===== src/rtl/if_id_skid_stage.sv =====
// Fetch-to-decode pipeline stage with a valid/ready handshake and a 2-entry skid buffer.
// in_ready comes straight from a flop, so decode back-pressure never forms a combinational path to fetch.
module if_id_skid_stage #(
  parameter int               DBITS    = 32,
  parameter logic [DBITS-1:0] NOP_WORD = '0,
  parameter logic [DBITS-1:0] RESET_PC = '0
) (
  input  logic             clk,
  input  logic             reset,
  input  logic             flush,
  input  logic             in_valid,
  output logic             in_ready,
  input  logic [DBITS-1:0] in_brBaseOffset,
  input  logic [DBITS-1:0] in_pcIncremented,
  input  logic [DBITS-1:0] in_instWord,
  input  logic             in_prediction,
  output logic             out_valid,
  input  logic             out_ready,
  output logic [DBITS-1:0] out_brBaseOffset,
  output logic [DBITS-1:0] out_pcIncremented,
  output logic [DBITS-1:0] out_instWord,
  output logic             out_prediction,
  output logic [1:0]       occupancy
);

  typedef struct packed {
    logic [DBITS-1:0] br_base_offset;
    logic [DBITS-1:0] pc_incremented;
    logic [DBITS-1:0] inst_word;
    logic             prediction;
  } entry_t;

  // State bits are {skid_valid, main_valid}; 2'b10 is unreachable.
  typedef enum logic [1:0] {
    S_EMPTY = 2'b00,
    S_ONE   = 2'b01,
    S_FULL  = 2'b11
  } state_t;

  localparam entry_t RESET_ENTRY = '{
    br_base_offset: '0,
    pc_incremented: RESET_PC,
    inst_word:      '0,
    prediction:     1'b0
  };

  state_t state_q, state_d;
  entry_t main_q, main_d;
  entry_t skid_q, skid_d;
  entry_t in_entry;
  logic   accept;
  logic   consume;

  assign in_entry = '{in_brBaseOffset, in_pcIncremented, in_instWord, in_prediction};
  assign accept   = in_valid & in_ready;
  assign consume  = out_valid & out_ready;

  // NOTE: the entries are only two registers, so the data fields are reset along with the
  // valid bits; this gives defined outputs (RESET_PC, NOP) immediately after reset.
  always_ff @(posedge clk or negedge reset) begin
    if (!reset) begin
      state_q <= S_EMPTY;
      main_q  <= RESET_ENTRY;
      skid_q  <= RESET_ENTRY;
    end else begin
      // NOTE: non-blocking assignments so every flop samples the pre-edge values.
      state_q <= state_d;
      main_q  <= main_d;
      skid_q  <= skid_d;
    end
  end

  always_comb begin
    // NOTE: hold-by-default assignments first, so no path through the case infers a latch.
    state_d = state_q;
    main_d  = main_q;
    skid_d  = skid_q;
    unique case (state_q)
      S_EMPTY: begin
        if (accept) begin
          state_d = S_ONE;
          main_d  = in_entry;
        end
      end
      S_ONE: begin
        if (accept && consume) begin
          main_d = in_entry;
        end else if (accept) begin
          state_d = S_FULL;
          skid_d  = in_entry;
        end else if (consume) begin
          state_d = S_EMPTY;
        end
      end
      S_FULL: begin
        if (consume) begin
          state_d = S_ONE;
          main_d  = skid_q;
        end
      end
      default: state_d = S_EMPTY;
    endcase
    // Flush wins over everything; stale data fields are harmless once the valid bits drop.
    if (flush) begin
      state_d = S_EMPTY;
    end
  end

  always_comb begin
    out_valid         = state_q[0];
    in_ready          = ~state_q[1];
    occupancy         = {1'b0, state_q[0]} + {1'b0, state_q[1]};
    out_brBaseOffset  = main_q.br_base_offset;
    out_pcIncremented = main_q.pc_incremented;
    out_instWord      = state_q[0] ? main_q.inst_word : NOP_WORD;
    out_prediction    = state_q[0] & main_q.prediction;
  end

endmodule


===== config.mk =====
export PLATFORM = sky130hd
export DESIGN_NAME = if_id_skid_stage
export DESIGN_NICKNAME = d
export VERILOG_FILES = /design/src/rtl/if_id_skid_stage.sv
export SDC_FILE = /design/constraint.sdc
export NUM_CORES = 1
export LEC_CHECK = 0
export ABC_AREA = 0
export CORE_MARGIN = 1.5
export CORE_UTILIZATION = 42
export CTS_CLUSTER_DIAMETER = 30
export DETAILED_ROUTE_END_ITERATION = 10
export GPL_TIMING_DRIVEN = 0
export HOLD_SLACK_MARGIN = 0.08
export PLACE_DENSITY = 0.73
export SYNTH_ARGS = -nofsm -noshare
export SYNTH_HDL_FRONTEND = slang
export SYNTH_SLANG_ARGS = --single-unit

===== constraint.sdc =====
create_clock -name clk -period 2.15 [get_ports clk]
set_clock_uncertainty 0.15 [all_clocks]
set_input_delay 0.43 -clock clk [delete_from_list [all_inputs] [get_ports clk]]
set_output_delay 0.43 -clock clk [all_outputs]
set_load 0.02 [all_outputs]

==> impl_results.md <==
* Status: finished, violations left
* Failing checks: negative setup slack
* Max-cap violations at 0
* # IOs at 203
* Post-Synthesis Cells at 643
* LEAKAGE at 0.005886 uW
* R2r setup slk at -0.14 ns
* H-tree Lvls at 4
* Top_reg_cell synth: dfrtp_1
* Synth top area share at 52.42%
* Worst VDD drop at 0.8531 mV
* Worst-Margin Slew at 0.8920 ns
* Worst R2R End: out_brBaseOffset[21]
* Reg2Reg Depth at 10
* Largest net degree at the start of global routing at 115
* TritonCTS clock tree: built
* Hold Vio Cnt, Final at 0
* Worst setup margin at -0.1419 ns
* CTS Buffer Depth at 2
* Root buffer cell: clkbuf_16
* Post-DP Area at 11810 sq um
* First-pass iteration count of the detailed router at 4
* Die height at 152.3 microns
* Initial Util at 42.87%
* Unique masters post-synth at 24
* Vias at 5675
* First-pass GRT wire length at 32500 microns
* YS warnings at 0
* Fmax at 436.3 MHz
* CP Capture Point: out_brBaseOffset[21]
* Most frequent cells in the layout: mux2_2, dfrtp_1, clkdlybuf4s50_1
* Die width at 152.3 microns
* Fin Hold WS at 0.3520 ns
* Layout cells sized above 1 at 55.13%
* Most common cell after layout, fill and taps aside: mux2_2
* Reg2reg start: state_q[0]
* Kind of start point of the critical path: register
* Area grow syn2layout at 39.42%
* Crit. End Element: register
* Final Setup Violations at 87
* Worst EP required at 2.32 ns
* Remaining antenna violation count after routing at 0
* Period minus WS final at 2.292 ns
* WL final at 20560 microns
* Congestion Overflow GR at 0
* Final worst-path cycle share at 106.6%
* Worst Path Arrival at 2.46 ns
* Gr usage total at 17.63%
* Post-synthesis register bit count at 196
* Critical Path Source: state_q[0]
* Core area at 21820 sq um
* Avg Cell Area, Syn at 14.55 sq um
* WS Path Type: register to register
* Drt first-iter violations at 195
* RSZ-0062 raised after global routing: yes
* Final instance area at 13050 sq um
* Largest cells by area after synthesis: dfrtp_1, mux2_2, buf_4
* Num CTS Buffers at 17
* CP max FO at 7
* Final slew viol count at 0
* Power Dens Cells at 1406 nW/um^2
* Layout net count at 990
* Max-slew headroom at 40.53%
* Mean number of vias per cell at 4.822
* Syn nets at 749
* Ys async rst share at 100.0%
* DRC errors left at 0
* Port Buf Inserts at 202
* Post-synth top area cell: dfrtp_1
* Seq/Total Area, Yosys at 52.42%
* FP Rows at 54
* Vias in the first global route at 5999
* Initial antenna violation count at 0
* Clk pin slew, worst setup/hold paths at 0.07 ns
* Hold WC Path Type: register to register
* Number of synthesized flops with an enable pin at 0
* Sink Count at 196
* GP Congestion at 0.7451
* Clk_lat worst skew at 0.42 ns
* Dpl hpwl at 13480 microns
* Cell area after synthesis at 9356 sq um
* WL per Instance at 17.47 microns
* Die area at 23180 sq um
==> state kept, by name (all words and copies together), names as in the netlist <==
register / count
out_pcIncremented: 32
state_q: 2
skid_q: 97
main_q: 33
out_brBaseOffset: 32
==> power by group <==
part | total [uW] | internal (uW) | switching [uW]
clock network | 3230 | 1760 | 1470
registers | 6490 | 5570 | 922
logic | 8620 | 5440 | 3180
==> logic make-up (layout without fill, tap and decap cells) <==
| logic type | Yosys count | after routing | synth area share (%) |
|---|---|---|---|
| mux | 292 | 292 | 36.35 |
| simple gates | 41 | 41 | 2.715 |
| fa+ha+maj | 4 | 4 | 0.5349 |
| compound gates | 9 | 9 | 0.7222 |
| other cells | 0 | 1 | 0 |
| buf+inv | 101 | 354 | 7.261 |
| flops | 196 | 196 | 52.42 |
==> how the worst min path moves through the flow <==
stage / start / endpoint / slack, ns / cells after the start
final: skid_q[29] / skid_q[29] / 0.35 / 1
after global routing: skid_q[24] / skid_q[24] / 0.36 / 1
after CTS: main_q[4] / main_q[4] / 0.35 / 1
after detailed placement: main_q[4] / main_q[4] / 0.34 / 1
after global placement: main_q[32] / main_q[32] / 0.33 / 1
after floorplan: reset / main_q[0] / -0.02 / 0
==> critical path, stage by stage, from the launching register on <==
cell,delay (ns)
dfrtp_2,0.44
buf_8,0.15
clkbuf_16,0.15
clkinv_8,0.04
ha_4,0.20
a211oi_4,0.21
o21ai_4,0.09
buf_6,0.14
buf_12,0.14
clkbuf_16,0.16
mux2_4,0.30
==> per-layer routing <==
metal	GRT usage [%]	wire, microns
met1	23.32	9522
met2	26.93	9212
met3	7.423	1622
met4	4.022	206
met5	0	0
==> area by class of cell <==
cell class	instances	area, sq um
well taps	280	350.3
clock buffers	18	439.2
inverters	2	20.02
diodes	1	2.502
repair buffers	225	2311
fillers	1722	8778
clock inverters	13	148.9
flip-flops and latches	196	4907
plain buffers	96	829.5
multi-input cells	346	4036
==> synth_stat cells (2+ instances only) <==
master	number
buf_2	21
dfrtp_1	196
clkbuf_1	9
and2_1	33
inv_1	2
nand2_1	2
buf_4	65
a21oi_1	2
mux2_2	262
o21ai_0	2
buf_6	4
mux2_4	30
ha_1	4
==> timing repair <==
action | CTS | global route
pin swaps | 2 | 1
buffers inserted | 9 | 7
gates resized for setup | 207 | 90
setup endpoints to repair | 230 | 182
hold endpoints to repair | 113 | 0
gates cloned | 3 | 3
hold buffers | 1 | 0
==> stage by stage <==
stage,instances,setup slack [ns],setup TNS (ns),utilization [%],power (uW)
floorplan,643,-0.07372,-4.788,-,11350
global placement,1125,-8.902,-1667.32,53.94,13810
detailed placement,1126,-0.5924,-79.76,54.09,14010
CTS,1170,-0.1237,-7.299,58.11,17810
global route,1176,-0.1938,-14.84,59.76,19310
finish,1177,-0.1419,-8.656,59.78,18340
(Power assumes the default switching activity.)
